===== src/rtl/snow64_memory_bus_guard_pkg.sv =====
// Shared types for the SNOW64 memory bus guard: FSM states, grant side,
// FIFO-facing port bundles and the round-robin pick rule.
package snow64_memory_bus_guard_pkg;

    localparam int CPU_ADDR_WIDTH      = 64;
    localparam int LAR_FILE_DATA_WIDTH = 256;

    typedef enum logic [1:0] {
        GRD_ST_IDLE,
        GRD_ST_ISSUE,
        GRD_ST_WAIT_DATA
    } grd_state_t;

    typedef enum logic {
        GRD_GRANT_READ,
        GRD_GRANT_WRITE
    } grd_grant_t;

    // Partial views of the read / write request FIFO ports.
    typedef struct packed {
        logic                      req;
        logic [CPU_ADDR_WIDTH-1:0] addr;
    } rd_fifo_port_t;

    typedef struct packed {
        logic                           req;
        logic [CPU_ADDR_WIDTH-1:0]      addr;
        logic [LAR_FILE_DATA_WIDTH-1:0] data;
    } wr_fifo_port_t;

    // On contention the side that did not win last time goes next.
    function automatic grd_grant_t rr_pick(input logic rd, input logic wr,
                                           input grd_grant_t last);
        if (rd && wr) begin
            return (last == GRD_GRANT_WRITE) ? GRD_GRANT_READ : GRD_GRANT_WRITE;
        end
        return wr ? GRD_GRANT_WRITE : GRD_GRANT_READ;
    endfunction

endpackage


===== src/rtl/snow64_rr_arbiter2.sv =====
// Two-way round-robin arbiter with a registered last-grant memory; the
// history only advances when a grant is actually taken (enable high).
module snow64_rr_arbiter2
    import snow64_memory_bus_guard_pkg::*;
(
    input  logic       clk,
    input  logic       rst_n,
    input  logic       enable,
    input  logic       req_rd,
    input  logic       req_wr,
    output logic       grant_valid,
    output grd_grant_t grant
);

    grd_grant_t last_grant_reg;

    always_comb begin
        grant_valid = enable && (req_rd || req_wr);
        grant       = rr_pick(req_rd, req_wr, last_grant_reg);
    end

    always_ff @(posedge clk) begin
        if (!rst_n) begin
            last_grant_reg <= GRD_GRANT_WRITE;
        end else if (grant_valid) begin
            last_grant_reg <= grant;
        end
    end

endmodule


===== src/rtl/snow64_memory_bus_guard.sv =====
// Single-outstanding guard between the read/write request FIFOs and the wide
// memory port: one command at a time, one-cycle completion pulses, sticky timeout.
module snow64_memory_bus_guard
    import snow64_memory_bus_guard_pkg::*;
#(
    parameter int ADDR_WIDTH     = CPU_ADDR_WIDTH,
    parameter int DATA_WIDTH     = LAR_FILE_DATA_WIDTH,
    parameter int TIMEOUT_CYCLES = 1024
) (
    input  logic                  clk,
    input  logic                  rst_n,

    input  logic                  rd_req,
    input  logic [ADDR_WIDTH-1:0] rd_addr,
    output logic                  rd_cmd_accepted,
    output logic                  rd_valid,
    output logic [DATA_WIDTH-1:0] rd_data,

    input  logic                  wr_req,
    input  logic [ADDR_WIDTH-1:0] wr_addr,
    input  logic [DATA_WIDTH-1:0] wr_data,
    output logic                  wr_cmd_accepted,
    output logic                  wr_valid,

    output logic                  mem_req,
    output logic                  mem_we,
    output logic [ADDR_WIDTH-1:0] mem_addr,
    output logic [DATA_WIDTH-1:0] mem_wdata,
    input  logic                  mem_ack,
    input  logic                  mem_valid,
    input  logic [DATA_WIDTH-1:0] mem_rdata,

    output logic                  timeout_err
);

    localparam int TIMER_WIDTH = $clog2(TIMEOUT_CYCLES);
    localparam logic [TIMER_WIDTH-1:0] TIMER_LAST = TIMER_WIDTH'(TIMEOUT_CYCLES - 1);

    grd_state_t             state_reg;
    logic [TIMER_WIDTH-1:0] timer_reg;
    logic                   op_write_reg;

    logic                   grant_valid;
    grd_grant_t             grant;

    logic                   done_now;
    logic                   timed_out;
    logic [DATA_WIDTH-1:0]  done_data;

    snow64_rr_arbiter2 u_arbiter (
        .clk         (clk),
        .rst_n       (rst_n),
        .enable      (state_reg == GRD_ST_IDLE),
        .req_rd      (rd_req),
        .req_wr      (wr_req),
        .grant_valid (grant_valid),
        .grant       (grant)
    );

    // Completion detection. mem_req is always high in ISSUE, so mem_ack needs
    // no extra qualification there; mem_valid only counts in ISSUE (with the
    // ack) or WAIT_DATA, so stray or late pulses are ignored everywhere else.
    always_comb begin
        done_now  = 1'b0;
        timed_out = 1'b0;
        done_data = mem_rdata;
        case (state_reg)
            GRD_ST_ISSUE: begin
                done_now = mem_ack && mem_valid;
            end
            GRD_ST_WAIT_DATA: begin
                timed_out = !mem_valid && (timer_reg == TIMER_LAST);
                done_now  = mem_valid || timed_out;
            end
            default: begin
                done_now = 1'b0;
            end
        endcase
        if (timed_out) begin
            done_data = '0;
        end
    end

    always_ff @(posedge clk) begin
        if (!rst_n) begin
            state_reg       <= GRD_ST_IDLE;
            timer_reg       <= '0;
            op_write_reg    <= 1'b0;
            rd_cmd_accepted <= 1'b0;
            rd_valid        <= 1'b0;
            rd_data         <= '0;
            wr_cmd_accepted <= 1'b0;
            wr_valid        <= 1'b0;
            mem_req         <= 1'b0;
            mem_we          <= 1'b0;
            mem_addr        <= '0;
            mem_wdata       <= '0;
            timeout_err     <= 1'b0;
        end else begin
            rd_cmd_accepted <= 1'b0;
            wr_cmd_accepted <= 1'b0;
            rd_valid        <= 1'b0;
            wr_valid        <= 1'b0;

            case (state_reg)
                GRD_ST_IDLE: begin
                    if (grant_valid) begin
                        mem_req   <= 1'b1;
                        state_reg <= GRD_ST_ISSUE;
                        if (grant == GRD_GRANT_WRITE) begin
                            wr_cmd_accepted <= 1'b1;
                            mem_we          <= 1'b1;
                            op_write_reg    <= 1'b1;
                            mem_addr        <= wr_addr;
                            mem_wdata       <= wr_data;
                        end else begin
                            rd_cmd_accepted <= 1'b1;
                            mem_we          <= 1'b0;
                            op_write_reg    <= 1'b0;
                            mem_addr        <= rd_addr;
                        end
                    end
                end

                GRD_ST_ISSUE: begin
                    if (mem_ack) begin
                        mem_req   <= 1'b0;
                        timer_reg <= '0;
                        if (!mem_valid) begin
                            state_reg <= GRD_ST_WAIT_DATA;
                        end
                    end
                end

                GRD_ST_WAIT_DATA: begin
                    if (!done_now && timer_reg != TIMER_LAST) begin
                        timer_reg <= timer_reg + 1'b1;
                    end
                end

                default: begin
                    state_reg <= GRD_ST_IDLE;
                end
            endcase

            if (done_now) begin
                state_reg <= GRD_ST_IDLE;
                if (op_write_reg) begin
                    wr_valid <= 1'b1;
                end else begin
                    rd_valid <= 1'b1;
                    rd_data  <= done_data;
                end
                if (timed_out) begin
                    timeout_err <= 1'b1;
                end
            end
        end
    end

endmodule


===== config.mk =====
export PLATFORM = sky130hd
export DESIGN_NAME = snow64_memory_bus_guard
export DESIGN_NICKNAME = d
export VERILOG_FILES = /design/src/rtl/snow64_memory_bus_guard_pkg.sv /design/src/rtl/snow64_rr_arbiter2.sv /design/src/rtl/snow64_memory_bus_guard.sv
export SDC_FILE = /design/constraint.sdc
export NUM_CORES = 1
export LEC_CHECK = 0
export CAP_MARGIN = 20
export CORE_AREA = 2 2 480 482
export DETAILED_ROUTE_END_ITERATION = 10
export DIE_AREA = 0 0 482 484
export GPL_ROUTABILITY_DRIVEN = 0
export PLACE_DENSITY = 0.3
export SYNTH_ARGS = -nofsm -noshare
export SYNTH_HDL_FRONTEND = slang
export SYNTH_SLANG_ARGS = --single-unit

===== constraint.sdc =====
create_clock -name clk -period 2.52 [get_ports clk]
set_input_delay 0.63 -clock clk [delete_from_list [all_inputs] [get_ports clk]]
set_output_delay 0.63 -clock clk [all_outputs]
set_load 0.05 [all_outputs]

==> flow_summary.toml, run 1 <==
[run_status]
status = "finished, final reports clean"

[clocking]
clkSlewWorstSetupHoldPaths_ps = 60
insertion_delay_ps = 740
cts_root_buf = "clkbuf_16"
cts_buffers = 84
holdBufCountCts = 0
cts_sinks = 596
cts.htree.levels = 3
cts_tree = "done"
clock_path_buffers = 3

[global_route]
gr-total-overflow = 0
grt_max_degree = 77
antenna_found_initial = 89
grt_use_met2_pct = 21.1
grt_first_pass_wirelength_mm = 198
grt.total_usage_pct = 12.4
met1_usage_pct = 13.4
busiest_layer = "met2"
globalRouteMet3Util_pct = 6.81
grt_pass1_vias = 21009

[timing]
finalSetupViolations = 0
slew_headroom_pct = 56.0
worst_slew_pin_slew_ps = 663
min_period_ps = 2420
timing.final.crit_share_pct = 96.0
layout_setup_ws_ps = 100
max_freq_mhz = 413
drv_slew = 0
finalClockSkew_ps = 56.6
finalSetupTns_ps = 0
whs_ps = 449
rsz0062_at_grt = "false"
hold_violations = 0

[power]
power.density_nw_per_um2 = 873
ir_drop_v = 0.000447
power.total_mw = 34.0
leakagePower_nw = 16.1

[synthesis]
synth_top_cell_area_share_pct = 58.7
synth-async-reset-ratio_pct = 0
synth_edf_count = 0
syn_area_per_cell_um2 = 9.73
ys_types = 41
synth_flop_cell = "dfxtp_1"
synth_seq_cells = 596
syn_nets = 2739
synthCells = 2089
seq_area_frac_synth_pct = 58.7
yosys-top-cells-area = "dfxtp_1 59%, a22o_1 11%, nand2_1 9.8%, a21oi_1 6.5%, mux2i_1 3.2%"
ys_warn_count = 0
synth_area_um2 = 20300
yosysTopAreaCell = "dfxtp_1"

[cells_and_area]
layout_common_cells = "645 x clkdlybuf4s50_1, 596 x dfxtp_1, 528 x nand2_1"
reg_top3 = "mem_wdata x256, rd_data x256, mem_addr x64"
final_layout_size_suffix_gt1_share_pct = 11.2
multi_input_area_um2 = 7480
area_delta_synth_final_pct = 91.6
fill_cells = 25802
post-route-util_pct = 17.0
final_area_um2 = 38900
layout_commonest_cell = "clkdlybuf4s50_1"
fin_nets = 3989
ff_latch_area_um2 = 11900
stdcell_count = 6438

[setup_path]
crit_buf_inv = 1
crit_chain = "dlygate4sd2_1"
timing.rr.start = "state_reg[1]"
r2r_slack_ps = 430
endpoint = "rd_data[172]"
reg2reg_to = "rd_data[151]"
critical_path.max_fanout = 2
crit_required_ps = 1890
critPathArrivalTime_ps = 1790
critPathKind = "reg -> out"
crit_cells = 1
start_kind = "register"
rr_worst_depth = 8
cpPeakStageDelay_ps = 580
crit_family = "buffers and inverters"
cp-end-kind = "output port"
crit_path_top_delay_cell = "dlygate4sd2_1"
critPathLaunch = "rd_data[172]"

[floorplan]
core_area_um2 = 229000
die_y_um = 484
io_pins = 1229
die_area_um2 = 233000
start_util_pct = 8.89
rows = 176
die_w_um = 482

[place]
port_buffers = 1228
pre_cts_ws_ps = -270
hpwl_mm = 123
post_dp_cell_area_um2 = 36700
placed_cells = 6279

[run]
drv_cap = 0

[drt]
first_iter_violations = 744
final_antenna_net_count = 0
wl_per_cell_um = 23.4
first_pass_iters = 4
drt-total-wl_mm = 151
post-route-drc-count = 0
via_per_inst = 3.23
vias = 20791

[min_path]
min_path_type = "reg -> reg"
worst reg2reg max path, cell delays in order (launching register included):
cell and delay, ps:
dfxtp_1 360, inv_1 70, ha_1 270, a21oi_2 300, o32ai_4 160, a31oi_4 280, buf_12 220, buf_4 260
a22o_1 160
area by class of cell:
| type | count | share of cell area, % |
|---|---|---|
| repair buffers | 1339 | 33.0 |
| flip-flops and latches | 596 | 30.6 |
| multi-input cells | 1312 | 19.2 |
| well taps | 3026 | 9.72 |
| clock buffers | 123 | 6.24 |
| clock inverters | 22 | 1.01 |
| diodes | 14 | 0.0900 |
| inverters | 6 | 0.0771 |
power by group:
group | total, mW | switching [mW] | internal [mW]
clock network | 12.4 | 5.13 | 7.31
logic | 10.5 | 7.13 | 3.37
registers | 11.1 | 0.585 | 10.5
cells in the mapped netlist (2+ instances only):
library cell / instances
clkbuf_1: 90
nor2_1: 70
o21a_1: 5
nor3_1: 7
buf_4: 5
nand3_1: 8
buf_1: 2
or3_1: 3
dfxtp_1: 596
a22o_1: 256
a21oi_1: 263
a21boi_0: 2
nor3b_1: 2
a211oi_1: 64
o21ai_0: 7
nand2_1: 529
nor4_1: 2
mux2i_1: 64
ha_1: 4
o31a_1: 2
o221a_2: 6
buf_6: 26
buf_2: 52
inv_1: 6
or2_2: 2
kinds of logic (layout without fill, tap and decap cells):
family                     Yosys count  in the layout  share of synthesized area, %
muxes                               64             64                          3.15
and+or+nand+nor                    630            630                          12.0
AOI/OAI and AO/OA                  614            614                          21.2
other                                0             14                             0
DFF                                596            596                          58.7
adders and majority gates            4              4                         0.246
buffers and inverters              181           1490                          4.72
how the worst min path moves through the flow:
stage / from / endpoint / slack [ps] / cells after the start
6_report: mem_wdata[190] / mem_wdata[190] / 450 / 2
5_1_grt: wr_data[21] / mem_wdata[21] / 400 / 3
4_1_cts: wr_data[100] / mem_wdata[100] / 360 / 3
3_5_place_dp: mem_wdata[190] / mem_wdata[190] / 450 / 2
3_3_place_gp: mem_wdata[172] / mem_wdata[172] / 440 / 2
2_1_floorplan: u_arbiter.last_grant_reg / u_arbiter.last_grant_reg / 440 / 2
per-layer routing:
metal | wire, um | part of all wire, %
met5 | 385 | 0.26
met3 | 18700 | 12
met2 | 71900 | 48
met1 | 57200 | 38
met4 | 2820 | 1.9
repair_timing:
action,in CTS,in global routing
resized for setup,461,0
endpoints found under the setup margin,458,0
setup buffers,0,0
Power figures use the tool's default switching activity.
==> run 2, diff against run 1 <==
Settings changed: SKIP_LAST_GASP from default to 1, SLEW_MARGIN from default to 5.
==> run 2 against run 1 <==
Net effect:
- register-to-register slack is essentially flat
- non-clock buffer count is the same
- setup slack is essentially flat
- critical path type unchanged
- critical endpoint unchanged
==> flow_summary.toml, run 2 (synthesis gave the netlist of run 1 again) <==
[power]
seq_power_share_pct = 32.6
power.density_nw_per_um2 = 873
internal-power_mw = 21.2
combPwrFrac_pct = 30.9
switching_power_mw = 12.8
ir_drop_v = 0.000447
p_sw_share_pct = 37.8
leakagePower_nw = 16.1
p_clk_share_pct = 36.6

[cells_and_area]
reg_top3 = "mem_wdata x256, rd_data x256, mem_addr x64"
final_layout_size_suffix_gt1_share_pct = 11.1
area_delta_synth_final_pct = 91.6
final_area_um2 = 38900
stdcell_count = 6438
layout_common_cells = "645 x clkdlybuf4s50_1, 596 x dfxtp_1, 528 x nand2_1"
layout_commonest_cell = "clkdlybuf4s50_1"
fin_nets = 3989
fill_cells = 25802

[floorplan]
start_util_pct = 8.89
rows = 176
core_area_um2 = 229000
die_w_um = 482
die_area_um2 = 233000
die_y_um = 484
io_pins = 1229

[timing]
min_period_ps = 2420
drv_slew = 0
max_freq_mhz = 413
worst_slew_pin_slew_ps = 663
timing.final.crit_share_pct = 96.0
slew_headroom_pct = 56.0
hold_violations = 0
finalClockSkew_ps = 56.6
rsz0062_at_grt = "false"
finalSetupTns_ps = 0
finalSetupViolations = 0

[global_route]
grt.total_usage_pct = 12.4
antenna_found_initial = 89
gr-total-overflow = 0
grt_max_degree = 77
grt_pass1_vias = 21009
grt_first_pass_wirelength_mm = 198

[place]
port_buffers = 1228
placed_cells = 6279
post_dp_cell_area_um2 = 36700
hpwl_mm = 123

[setup_path]
crit_path_top_delay_cell = "dlygate4sd2_1"
crit_chain = "dlygate4sd2_1"
critPathKind = "reg -> out"
crit_buf_inv = 1
critPathArrivalTime_ps = 1790
cpPeakStageDelay_ps = 580
start_kind = "register"
crit_required_ps = 1890
cp-end-kind = "output port"
critical_path.max_fanout = 2
crit_family = "buffers and inverters"

[clocking]
cts_tree = "done"
insertion_delay_ps = 740
clock_path_buffers = 3
cts_buffers = 84
post_cts_buffers = 0
cts_root_buf = "clkbuf_16"
cts.htree.levels = 3
cts_sinks = 596
clkSlewWorstSetupHoldPaths_ps = 60

[drt]
via_per_inst = 3.23
final_antenna_net_count = 0
vias = 20789
first_iter_violations = 744
wl_per_cell_um = 23.4
first_pass_iters = 4
post-route-drc-count = 0
drt-total-wl_mm = 151

[run_status]
status = "finished, final reports clean"

[min_path]
min_path_type = "reg -> reg"

[run]
drv_cap = 0
-- run 2: cell counts in the layout (fill, tap and decap cells not counted) --
Identical to the previous run, type by type.
-- run 2: what timing repair did --
item                       in CTS  in global routing
hold buffers                    0                  0
pin swaps                       0                  0
setup endpoints to repair     458                  1
gates resized for setup       459                  1
-- run 2: layout make-up --
cell class | count | area, um^2 | share of cell area [%]
antenna | 14 | 35.0 | 0.0900
clock inverter | 22 | 392 | 1.01
timing repair buffer | 1339 | 12900 | 33.0
sequential | 596 | 11900 | 30.6
tap | 3026 | 3790 | 9.72
inverter | 6 | 30.0 | 0.0771
multi-input combinational | 1312 | 7480 | 19.2
clock buffer | 123 | 2430 | 6.24
-- run 2: metal layers --
layer	up-vias	GRT usage, %	wire length, um	share of wire (%)
met5	-	0	385	0.26
met4	60	2.69	2820	1.9
met3	202	6.81	18700	12
met2	986	21.1	71900	48
met1	9699	13.4	57200	38
li1	9842	-	-	-
-- run 2: path summary, 6_finish.rpt --
kind,startpoint,end,slack [ps],cells after the start
worst max-delay path,rd_data[172],rd_data[172],100,1
worst min-delay path,mem_wdata[190],mem_wdata[190],450,2
worst max register to register,state_reg[1],rd_data[151],430,8
worst min register to register,mem_wdata[190],mem_wdata[190],450,2
-- run 2: power groups by stage --
stage | clock (mW) | sequential (mW) | combinational, mW
after global routing | 13.5 | 11.2 | 11.2
final | 12.4 | 11.1 | 10.5
after floorplan | 0 | 14.8 | 2.57
after CTS | 13.2 | 11.1 | 10.8
after detailed placement | 0 | 11.3 | 11.3
after global placement | 0 | 11.3 | 11.4
-- run 2: stage by stage --
stage / power, mW / setup WS, ps / utilization [%] / hold WS (ps)
floorplan: 17.3 / 605 / - / 438
global placement: 22.6 / -233 / 16.0 / 442
detailed placement: 22.6 / -270 / 16.0 / 446
CTS: 35.0 / -40.6 / 17.0 / 358
global route: 35.9 / 17.8 / 17.0 / 403
finish: 34.0 / 100 / 17.0 / 449
==> run 3, diff against run 2 <==
--- a/config.mk
+++ b/config.mk
@@ -8,5 +8,5 @@
 export CAP_MARGIN = 20
-export CORE_AREA = 2 2 480 482
+export CORE_AREA = 2 2 475 477
 export DETAILED_ROUTE_END_ITERATION = 10
-export DIE_AREA = 0 0 482 484
+export DIE_AREA = 0 0 477 479
 export GPL_ROUTABILITY_DRIVEN = 0
==> constraint.sdc (replaced) <==
create_clock -name clk -period 2.9 [get_ports clk]
set_input_delay 0.435 -clock clk [delete_from_list [all_inputs] [get_ports clk]]
set_output_delay 0.435 -clock clk [all_outputs]
set_load 0.05 [all_outputs]
==> run 3 against run 2 <==
Net effect:
- largest cell class unchanged
- first-iteration DRC count increased by 29%
- final cell count decreased by 1.1%
- critical path type unchanged
- cell area increased by 0.49%
- clock power decreased by 11%
- critical path depth unchanged
==> flow_summary.toml, run 3 (synthesis gave the netlist of run 1 again) <==
[run_status]
status = "finished, final reports clean"

[timing]
hold_violations = 0
max_freq_mhz = 372
rsz0062_at_grt = "false"
finalSetupTns_ps = 0
slew_headroom_pct = 43.7
finalSetupViolations = 0
timing.final.crit_share_pct = 92.6
min_period_ps = 2690
worst_slew_pin_slew_ps = 842
finalClockSkew_ps = 17.6
drv_slew = 0

[cells_and_area]
post-route-util_pct = 17.5
fin_nets = 3933
final_layout_size_suffix_gt1_share_pct = 6.62
fill_cells = 24932
area_delta_synth_final_pct = 92.5
layout_commonest_cell = "clkdlybuf4s50_1"
reg_top3 = "mem_wdata x256, rd_data x256, mem_addr x64"
layout_common_cells = "1214 x clkdlybuf4s50_1, 596 x dfxtp_1, 528 x nand2_1"

[setup_path]
critPathArrivalTime_ps = 2250
critPathLaunch = "op_write_reg"
crit_buf_inv = 1
crit_chain = "clkdlybuf4s50_1"
cp-end-kind = "output port"
reg2reg_to = "rd_data[239]"
critical_path.max_fanout = 5
crit_required_ps = 2470
start_kind = "register"
r2r_slack_ps = 580
endpoint = "mem_we"
crit_path_top_delay_cell = "clkdlybuf4s50_1"
crit_cells = 1
crit_family = "buffers and inverters"
rr_worst_depth = 8
timing.rr.start = "state_reg[0]"
cpPeakStageDelay_ps = 980
critPathKind = "reg -> out"

[floorplan]
start_util_pct = 9.09
rows = 174
die_y_um = 479
die_w_um = 477
core_area_um2 = 224000
io_pins = 1229
die_area_um2 = 228000

[drt]
vias = 20682
first_pass_iters = 5
post-route-drc-count = 0
wl_per_cell_um = 23.8
drt-total-wl_mm = 151
via_per_inst = 3.25
first_iter_violations = 959
final_antenna_net_count = 0

[clocking]
insertion_delay_ps = 700
holdBufCountCts = 0
clkSlewWorstSetupHoldPaths_ps = 70
cts-resized-gates = 0
post_cts_buffers = 0
clock_path_buffers = 3
cts_root_buf = "clkbuf_16"
cts.htree.levels = 3
cts_tree = "done"
cts_buffers = 85
cts_sinks = 596

[global_route]
met1_usage_pct = 13.3
gr-total-overflow = 0
grt_use_met2_pct = 21.0
grt_first_pass_wirelength_mm = 197
grt_max_degree = 96
globalRouteMet3Util_pct = 6.71
grt.total_usage_pct = 12.7
antenna_found_initial = 98
busiest_layer = "met2"
grt_pass1_vias = 20948

[place]
hpwl_mm = 122
port_buffers = 1228

[power]
ir_drop_v = 0.000363
power.density_nw_per_um2 = 769
leakagePower_nw = 13.6

[min_path]
min_path_type = "in -> reg"

[run]
drv_cap = 0
==> run 3: cell types whose count changed in the layout (fill, tap and decap cells not counted), sizes merged, moves of 5 or more <==
cell / change
diode: +11
dlygate4sd2: -456
inv: +5
clkdlybuf4s50: +569
clkbuf: +6
buf: -168
==> run 3: worst min-delay path by stage <==
stage	from	cells after the start	endpoint	slack, ps
after floorplan	u_arbiter.last_grant_reg	2	u_arbiter.last_grant_reg	440
after global placement	mem_wdata[151]	2	mem_wdata[151]	440
after detailed placement	mem_wdata[147]	2	mem_wdata[147]	450
after CTS	wr_data[24]	3	mem_wdata[24]	150
after global routing	wr_data[242]	3	mem_wdata[242]	220
final	wr_data[153]	3	mem_wdata[153]	280
==> run 3: cell type report <==
cell class | instances | area, um^2 | share of cell area (%)
tap | 2992 | 3740 | 9.57
clock inverter | 26 | 350 | 0.895
antenna | 25 | 62.6 | 0.160
sequential | 596 | 11900 | 30.5
multi-input combinational | 1312 | 7480 | 19.1
inverter | 6 | 30.0 | 0.0767
timing repair buffer | 1282 | 13000 | 33.2
clock buffer | 129 | 2540 | 6.50
==> run 3: per-layer routing <==
metal	share of wire, %	vias up
li1	-	9739
met1	37	9600
met2	47	1031
met3	11	248
met4	4.0	64
met5	0.27	-
==> run 3: power by group <==
group          leakage [nW]  total (mW)  internal [mW]  switching (mW)
clock network          1.42        11.0           6.52            4.49
registers              4.85        9.70           9.12           0.584
logic                  7.29        9.38           3.23            6.15
==> run 3: worst register-to-register path, stage by stage (launching register included) <==
cell,delay (ps)
dfxtp_1,310
inv_1,100
ha_1,400
nand3_1,210
o32ai_4,330
a31oi_4,130
buf_12,190
buf_12,300
a22o_1,250
==> run 3: through the flow <==
step	area [um^2]	total power [mW]	setup slack (ps)	hold WS, ps	instances
CTS	39100	30.9	41.1	151	6343
global route	39100	31.6	81.2	219	6357
finish	39100	30.1	213	276	6368
detailed placement	36200	19.5	404	446	6188
global placement	36200	19.5	436	442	6188
floorplan	20300	15.1	985	438	2089
